## config.mk

```make
export PLATFORM = sky130hd
export DESIGN_NAME = ln_sequencer
export DESIGN_NICKNAME = d
export VERILOG_FILES = /design/src/rtl/ln_pkg.sv /design/src/rtl/ln_adjust.sv /design/src/rtl/ln_sequencer.sv
export SDC_FILE = /design/constraint.sdc
export NUM_CORES = 1
export LEC_CHECK = 0
export CORE_ASPECT_RATIO = 0.7
export CORE_MARGIN = 2
export CORE_UTILIZATION = 28
export CTS_CLUSTER_SIZE = 24
export DETAILED_ROUTE_END_ITERATION = 6
export PLACE_DENSITY = 0.5
export SLEW_MARGIN = 20
export SYNTH_ARGS = -nofsm -noshare
export SYNTH_HDL_FRONTEND = slang
export SYNTH_SLANG_ARGS = --single-unit
```

## constraint.sdc

```tcl
create_clock -name clk -period 7.3 [get_ports clk]
set_input_delay 0.73 -clock clk [delete_from_list [all_inputs] [get_ports clk]]
set_output_delay 0.73 -clock clk [all_outputs]
set_load 0.1 [all_outputs]
```

## src/rtl/ln_pkg.sv

```systemverilog
// Shared definitions for the natural-log sequencer: FSM states, IEEE-754
// constants, the polynomial coefficient table and operand classification.
package ln_pkg;

  localparam int LN_DEGREE = 7;

  // IEEE-754 single-precision exponent bias.
  localparam logic [7:0] FP_BIAS = 8'd127;

  typedef enum logic [2:0] {
    IDLE,
    REDUCE,
    HMUL,
    HADD,
    FMUL,
    SMUL,
    SADD,
    DONE
  } state_e;

  localparam logic [31:0] LN2     = 32'h3F317218;
  localparam logic [31:0] NEG_ONE = 32'hBF800000;
  localparam logic [31:0] NEG_INF = 32'hFF800000;
  localparam logic [31:0] POS_INF = 32'h7F800000;
  localparam logic [31:0] QNAN    = 32'h7FC00000;

  // ln(1+u) ~= u * (c1 + c2*u + ... + c7*u^6) for u in [0,1).
  // Chebyshev-economised from a degree-8 minimax fit; max error about 1e-6.
  localparam logic [31:0] LN_COEF [1:LN_DEGREE] = '{
    32'h3F7FFE1D,  // c1 =  0.9999712
    32'hBEFFAA1D,  // c2 = -0.4993447
    32'h3EA7B674,  // c3 =  0.3275639
    32'hBE65795C,  // c4 = -0.2240958
    32'h3E0754D7,  // c5 =  0.1321596
    32'hBD5AA668,  // c6 = -0.0533814
    32'h3C28559C   // c7 =  0.0102743
  };

  // Result of screening an operand: special=1 means value is the final answer.
  typedef struct packed {
    logic        special;
    logic [31:0] value;
  } special_t;

  function automatic special_t classify(input logic [31:0] a);
    special_t   r;
    logic [7:0] exp_f;
    logic       frac_nz;
    exp_f      = a[30:23];
    frac_nz    = |a[22:0];
    r.special  = 1'b1;
    r.value    = '0;
    if (exp_f == 8'd0) begin
      r.value = NEG_INF;                 // +/-0 and denormals
    end else if (exp_f == 8'hFF && frac_nz) begin
      r.value = QNAN;                    // any NaN
    end else if (a[31]) begin
      r.value = QNAN;                    // negative, including -inf
    end else if (exp_f == 8'hFF) begin
      r.value = POS_INF;                 // +inf
    end else begin
      r.special = 1'b0;
    end
    return r;
  endfunction

  // Coefficient lookup; indices outside 1..LN_DEGREE read as zero.
  function automatic logic [31:0] ln_coef(input int idx);
    logic [31:0] c;
    c = '0;
    for (int i = 1; i <= LN_DEGREE; i++) begin
      if (idx == i) c = LN_COEF[i];
    end
    return c;
  endfunction

endpackage

```

## src/rtl/ln_adjust.sv

```systemverilog
// Range reduction for ln: splits a positive normal operand into
// x = mantissa in [1,2) and n = unbiased exponent as a float.
module ln_adjust
  import ln_pkg::*;
(
  input  logic [30:0] a_mag,
  output logic [31:0] x,
  output logic [31:0] n
);

  logic [7:0]  exp_raw;
  logic        neg;
  logic [6:0]  mag;
  logic [2:0]  msb;
  logic [22:0] frac;

  assign x = {1'b0, FP_BIAS, a_mag[22:0]};

  // Integer-to-float conversion of (exponent - bias); |n| <= 127 fits in 7 bits.
  always_comb begin
    // NOTE: every signal written here gets a value on every path, so no latch is inferred.
    msb     = '0;
    exp_raw = a_mag[30:23];
    neg     = exp_raw < FP_BIAS;
    mag     = neg ? 7'(FP_BIAS - exp_raw) : 7'(exp_raw - FP_BIAS);
    for (int i = 0; i < 7; i++) begin
      if (mag[i]) msb = 3'(i);
    end
    // Shift the leading one up to bit 23, where it falls off the fraction field.
    frac = 23'(mag) << (5'd23 - {2'd0, msb});
    n    = (mag == '0) ? '0 : {neg, FP_BIAS + {5'd0, msb}, frac};
  end

endmodule

```

## src/rtl/ln_sequencer.sv

```systemverilog
// Natural-log sequencer: range reduction, Horner evaluation of ln(1+u)/u and
// final n*LN2 + u*P(u), time-sharing one external FP multiplier and adder.
module ln_sequencer
  import ln_pkg::*;
#(
  parameter int DEGREE = LN_DEGREE
) (
  input  logic        clk,
  input  logic        rst,
  input  logic        in_valid,
  output logic        in_ready,
  input  logic [31:0] in_a,
  output logic        out_valid,
  input  logic        out_ready,
  output logic [31:0] out_y,
  output logic        busy,
  output logic [31:0] mul_a,
  output logic [31:0] mul_b,
  input  logic [31:0] mul_y,
  output logic [31:0] add_a,
  output logic [31:0] add_b,
  input  logic [31:0] add_y
);

  localparam int K_W = $clog2(DEGREE);

  state_e         state_q, state_d;
  logic [30:0]    a_q, a_d;          // only positive operands reach reduction
  logic [31:0]    acc_q, acc_d;
  logic [31:0]    u_q, u_d;
  logic [31:0]    t_q, t_d;
  logic [K_W-1:0] k_q, k_d;
  logic [31:0]    out_y_q, out_y_d;
  logic           out_valid_q, out_valid_d;

  logic [31:0]    red_x, red_n;
  special_t       cls;
  logic           accept;

  ln_adjust u_adjust (
    .a_mag (a_q),
    .x     (red_x),
    .n     (red_n)
  );

  assign in_ready  = (state_q == IDLE) && !rst;
  assign busy      = (state_q != IDLE);
  assign out_valid = out_valid_q;
  assign out_y     = out_y_q;
  assign accept    = in_valid && in_ready;
  assign cls       = classify(in_a);

  // Next-state, datapath updates and shared-unit operand steering.
  always_comb begin
    state_d     = state_q;
    a_d         = a_q;
    acc_d       = acc_q;
    u_d         = u_q;
    t_d         = t_q;
    k_d         = k_q;
    out_y_d     = out_y_q;
    out_valid_d = out_valid_q;
    mul_a       = '0;
    mul_b       = '0;
    add_a       = '0;
    add_b       = '0;

    unique case (state_q)
      IDLE: begin
        if (accept) begin
          if (cls.special) begin
            out_y_d     = cls.value;
            out_valid_d = 1'b1;
            state_d     = DONE;
          end else begin
            a_d     = in_a[30:0];
            state_d = REDUCE;
          end
        end
      end
      REDUCE: begin
        add_a   = red_x;
        add_b   = NEG_ONE;
        u_d     = add_y;
        acc_d   = ln_coef(DEGREE);
        k_d     = K_W'(DEGREE - 1);
        state_d = HMUL;
      end
      HMUL: begin
        mul_a   = acc_q;
        mul_b   = u_q;
        acc_d   = mul_y;
        state_d = HADD;
      end
      HADD: begin
        add_a   = acc_q;
        add_b   = ln_coef(int'(k_q));
        acc_d   = add_y;
        k_d     = k_q - K_W'(1);
        state_d = (k_q == K_W'(1)) ? FMUL : HMUL;
      end
      FMUL: begin
        mul_a   = acc_q;
        mul_b   = u_q;
        acc_d   = mul_y;
        state_d = SMUL;
      end
      SMUL: begin
        mul_a   = red_n;
        mul_b   = LN2;
        t_d     = mul_y;
        state_d = SADD;
      end
      SADD: begin
        add_a       = acc_q;
        add_b       = t_q;
        out_y_d     = add_y;
        out_valid_d = 1'b1;
        state_d     = DONE;
      end
      DONE: begin
        if (out_ready) begin
          out_valid_d = 1'b0;
          state_d     = IDLE;
        end
      end
      default: state_d = IDLE;
    endcase
  end

  // State and datapath registers with synchronous reset.
  always_ff @(posedge clk) begin
    // NOTE: sequential state uses non-blocking assignments so every flop samples pre-edge values.
    if (rst) begin
      // NOTE: datapath registers are cleared too, so a reset mid-operation leaves no stale result.
      state_q     <= IDLE;
      a_q         <= '0;
      acc_q       <= '0;
      u_q         <= '0;
      t_q         <= '0;
      k_q         <= '0;
      out_y_q     <= '0;
      out_valid_q <= 1'b0;
    end else begin
      state_q     <= state_d;
      a_q         <= a_d;
      acc_q       <= acc_d;
      u_q         <= u_d;
      t_q         <= t_d;
      k_q         <= k_d;
      out_y_q     <= out_y_d;
      out_valid_q <= out_valid_d;
    end
  end

endmodule

```

=== Word-level counts from Yosys, hierarchy flattened ===
Index checks and enable logic that the tools add are counted.

* Flip-flop bits (word level): 166
* Input bits: 100
* Output and inout bits: 163
* Word-level logic and storage cells: 95

* Add/sub/neg operators: 5
* $lt $le $gt $ge: 1
* Equality and inequality tests: 19
* Shift operators: 1
* Multiplexer cells: 41
* Bitwise logic cells: 1
* Reduce and logical (&&, ||, !) cells: 19

{| class="wikitable"
|+ Operators with widths
! kind !! count
|-
| $mux 32 || 10
|-
| $pmux 32 s2 || 4
|-
| $pmux 32 s3 || 2
|-
| $mux 31 || 3
|-
| $mux 30 || 1
|-
| $eq 3x3->1 const B || 8
|-
| $pmux 3 s8 || 1
|-
| $reduce_or 23->1 || 1
|-
| $shl 7x5->23 || 1
|-
| $mux 3 || 7
|-
| $eq 3x2->1 const B || 4
|-
| $eq 3x1->1 const B || 3
|-
| $reduce_bool 3->1 || 3
|-
| $add 7x3->8 const A || 1
|-
| $eq 8x8->1 const B || 1
|-
| $logic_not 8->1 || 1
|-
| $lt 8x7->1 const B || 1
|-
| $mux 1 || 8
|-
| $logic_not 7->1 || 1
|-
| $mux 7 || 1
|-
| $sub 7x7->7 const A || 1
|-
| $sub 7x7->7 const B || 1
|-
| $ne 2x2->1 const B || 3
|-
| $pmux 3 s2 || 1
|-
| 13 further kinds || 19
|}

=== Logic depth before layout (Yosys ltp) ===
* Word-level depth: 12
* Gate-level depth with buffers: 11
* Mapped depth without buffers: 10

=== Modules after synthesis ===
Synthesis repeated with hierarchy kept, for this count alone.

* Cells, all modules: 1142
* Area, all modules: 9090.0 sq um

{| class="wikitable"
|+ By module, submodules not included
! module !! times used !! cells each !! area each (sq um) !! seq. area each (sq um)
|-
| ln_sequencer || 1 || 1001 || 8070.2 || 3323.2
|-
| ln_adjust || 1 || 141 || 1019.7 || 0.0
|}

=== Worst setup path after synthesis ===
OpenSTA, ideal clock, no wires.

* Kind: flip-flop to output port
* Start point: reg a_q[23]
* End point: out mul_a[25]
* Data arrival time: 4.250 ns
* Required time: 6.570 ns
* Setup slack: 2.320 ns
* Stages on the path, launching flop included: 11
* Buffers on the path: 1
* Cell sequence: dfxtp_1 > ha_1 > and4_1 > nand2_1 > a311o_1 > buf_6 > nor2_2 > a31oi_2 > ha_1 > ha_1 > o21ai_0

* Word-level cells in the longest chain between the ends: 11
* Elaborated cells on any way between the ends: 14
* Those cells by class: add/sub (3); order compare (1); mux (9); reduce/logical (1)

{| class="wikitable"
|+ Ends and longest elaborated chain
! item !! RTL line !! RTL
|-
| from (decl) || ln_sequencer.sv:28 || <nowiki>logic [30:0] a_q, a_d;</nowiki>
|-
| from (signal assigned) || ln_sequencer.sv:137 || <nowiki>a_q <= '0;</nowiki>
|-
| from (signal assigned) || ln_sequencer.sv:146 || <nowiki>a_q <= a_d;</nowiki>
|-
| $sub 7x7->7 / $lt 8x7->1 (equally long branches) || ln_adjust.sv:25, ln_adjust.sv:24 ||
|-
| $mux 7 (*) || ln_adjust.sv:25 || <nowiki>mag = neg ? 7'(FP_BIAS - exp_raw) : 7'(exp_raw - FP_BIAS);</nowiki>
|-
| $mux 1 || ln_adjust.sv:27 || <nowiki>if (mag[i]) msb = 3'(i);</nowiki>
|-
| $mux 2 (2 in a row) || ln_adjust.sv:27 ||
|-
| $mux 3 (3 in a row) || ln_adjust.sv:27 ||
|-
| $add 7x3->8 || ln_adjust.sv:31 || <nowiki>n = (mag == '0) ? '0 : {neg, FP_BIAS + {5'd0, msb}, frac};</nowiki>
|-
| $mux 32 (*) || ln_adjust.sv:31 ||
|-
| $pmux 32 s2 (*) || ln_sequencer.sv:68 || <nowiki>unique case (state_q)</nowiki>
|-
| to (decl) || ln_sequencer.sv:17 || <nowiki>output logic [31:0] mul_a,</nowiki>
|}

Mark *: on every way between the ends. The rest lies on a longest branch, timed or not.

=== Worst setup path in the final report ===
* Start point: reg state_q[0]
* End point: out add_b[25]

* Word-level cells in the longest chain between the ends: 2
* Elaborated cells on any way between the ends: 4
* Those cells by class: eq/ne (3); mux (1)

{| class="wikitable"
|+ Ends and longest elaborated chain
! item !! RTL line !! RTL
|-
| from (decl) || ln_sequencer.sv:27 || <nowiki>state_e state_q, state_d;</nowiki>
|-
| from (signal assigned) || ln_sequencer.sv:145 || <nowiki>state_q <= state_d;</nowiki>
|-
| $eq 3x3->1 (tied with other cells) || ln_sequencer.sv:68 ||
|-
| $pmux 32 s3 (*) || ln_sequencer.sv:68 ||
|-
| to (decl) || ln_sequencer.sv:21 || <nowiki>output logic [31:0] add_b,</nowiki>
|}

Marked as above.

==> impl_metrics.toml <==
[status]
outcome = "finished, final reports clean"

[detailed_routing]
drc = 0
vias = 8998
routed_wl_mm = 35.2
antenna_left = 0
wl_per_cell_um = 20.2
first_iter_violations = 648
drtPass1Iterations = 6
via_per_inst = 5.16

[floorplanning]
num_rows = 52
initial_utilization_pct = 28.7
dieArea_um2 = 31400
fp.dieW_um = 211
die_h_um = 149
core_um2 = 29200
pin_count = 263

[min_path]
hold_path_class = "reg -> reg"

[synth]
synthAdderAreaFrac_pct = 1.19
synth_simple_gate_area_share_pct = 26.3
synth_area_um2 = 8390
synth.area.top_cells = "dfxtp_1 40%, nand2_1 12%, a21oi_1 8.4%"
synth_top_family_by_area = "simple AND/OR/NAND/NOR gates"
synth_top_area_cell = "dfxtp_1"
synthMuxAreaShare_pct = 0.656
yosysTopAreaCellShare_pct = 39.6
avgSynthCellArea_um2 = 7.28
synth_cells = 1152
yosys_warnings = 0
synth-xor-area-share_pct = 0.984
synth.most_common_cell = "nand2_1"
async_reset_ff_share_pct = 0
syn_nets = 1260
synth_top_cells_by_count = "278 x nand2_1, 166 x dfxtp_1, 141 x a21oi_1, 111 x nor2_1, 78 x clkbuf_1"
synth_edf_count = 0
ys_seq_elements = 166
synth_ff_type = "dfxtp_1"
synthDistinctLibCells = 63
synth_compound_gate_area_share_pct = 26.1
ys_seq_area_share_pct = 39.6

[cts]
clkLatencyLatePin_ns = 0.43
clkSinkCount = 166
path_clk_slew_ns = 0.07
cts_hold_buf = 0
root_buffer = "clkbuf_16"
cts_tree = "yes"
cts_max_level = 4
cts_buffers = 17
cts_buffer_depth = 2
cts_resized = 0
post_cts_buffers = 0

[timing]
finalHoldViolations = 0
period_needed_ns = 5.34
max_freq_mhz = 187
fin_crit_sh_pct = 73.1
finClkSkew_ns = 0.00975
slew_viol_final = 0
fin_setup_tns_ns = 0
tightest_slew_ns = 1.12
rsz0062_at_grt = "false"
maxSlewHeadroom_pct = 25.0
setup-violations-final = 0

[power_and_ir_drop]
finalPower_mw = 3.26
powerDensity_nw_per_um2 = 275
p_leak_nw = 4.37
max-vdd-ir-drop_uv = 168

[critical_path]
path_class = "reg -> out"
required_ns = 6.57
regToRegSetupSlack_ns = 4.12
critPathArrivalTime_ns = 4.61
crit_path_max_fanout = 48
start_kind = "flip-flop"
critPathCaptureType = "primary output"

[global_routing]
grt.met3_usage_pct = 6.84
met2_usage_pct = 33.7
grt_max_degree = 98
grt-ovfl-total = 0
busiest_layer = "met2"
grtUsageMet1_pct = 31.1
groute.usage.overall_pct = 22.1
first_global_vias = 8409
antenna_found_initial = 4
grt_pass1_wl_mm = 52.5

[placed_design]
port_buffers = 262
gp_congestion = 0.841
dp_hpwl_mm = 25.7

[finish]
drive_gt1_share_pct = 5.65
fill_cells = 3068
nets = 1459
area_growth_syn_to_layout_pct = 41.7

[job]
max_cap_violations = 0
final cells by class:
| class | count | area (µm²) | share of cell area [%] |
|---|---|---|---|
| Timing Repair Buffer | 276 | 2730 | 23.0 |
| Antenna cell | 1 | 2.50 | 0.0210 |
| Multi-Input combinational cell | 875 | 4680 | 39.4 |
| Sequential cell | 166 | 3320 | 28.0 |
| Inverter | 15 | 56.3 | 0.474 |
| Tap cell | 378 | 473 | 3.98 |
| Clock buffer | 21 | 470 | 3.96 |
| Clock inverter | 11 | 149 | 1.25 |
cell families (layout without fill, tap and decap cells):
family                   Yosys count  count (layout)
AO/OA/AOI/OAI                    341             341
buffers and inverters            111             323
multiplexers                       5               5
flip-flops                       166             166
adder cells (fa/ha/maj)            8               8
AND/OR/NAND/NOR                  515             515
other                              0               1
XOR/XNOR                           6               6
critical path, cell delays in order (launching register included):
cell,delay (ns)
dfxtp_2,0.95
nor2b_1,0.57
nand2_1,0.47
a21oi_1,0.42
nand2_1,0.15
a21oi_1,0.30
a211o_1,0.16
clkdlybuf4s50_1,1.14
registers in the layout, indices dropped and copies added, names as in the netlist:
signal     cells
a_q           31
acc_q         32
k_q            3
out_valid      1
out_y         32
state_q        3
t_q           32
u_q           32
stage by stage:
step                      utilization (%)  instances  hold slack, ns  area (µm²)  setup slack [ns]
after floorplan                         -       1152           0.432        8390              2.32
after global placement               38.6       1710           0.437       11300              2.42
after detailed placement             38.6       1710           0.443       11300              2.23
after CTS                            40.7       1742           0.456       11900              1.72
after global routing                 40.7       1742           0.474       11900              1.65
final                                40.7       1743           0.450       11900              1.96
routing by layer:
layer,up-vias,part of all wire [%]
li1,4385,-
met1,4254,46
met2,334,44
met3,19,8.9
met4,6,0.72
met5,-,0.11
layout by cell type (no fill, tap or decap), drive strengths merged, types with 7 or more instances in the layout:
cell type,Yosys,routed
and2,38,38
inv,15,15
nor3,39,39
a22oi,33,33
a211oi,13,13
o22ai,12,12
dfxtp,166,166
nand2,279,279
clkdlybuf4s50,0,261
nor4,9,9
a311oi,9,9
a21oi,141,141
a22o,36,36
a21o,18,18
o21ai,45,45
buf,18,15
nand3,7,7
ha,8,8
clkbuf,78,21
nor2b,9,9
nor2,114,114
path summary, 6_finish.rpt:
path | startpoint | endpoint | cells past startpoint
min | out_valid | out_valid | 2
min reg2reg | out_valid | out_valid | 2
max | state_q[0] | add_b[25] | 7
max reg2reg | state_q[0] | out_y[31] | 8
power by group:
part           internal, mW  leakage (nW)  switching (mW)
clock network         0.566         0.295           0.392
logic                 0.322          2.72           0.901
registers             0.984          1.35          0.0985
total                  1.87          4.37            1.39
Note: power is estimated with default switching activity, not from simulation.
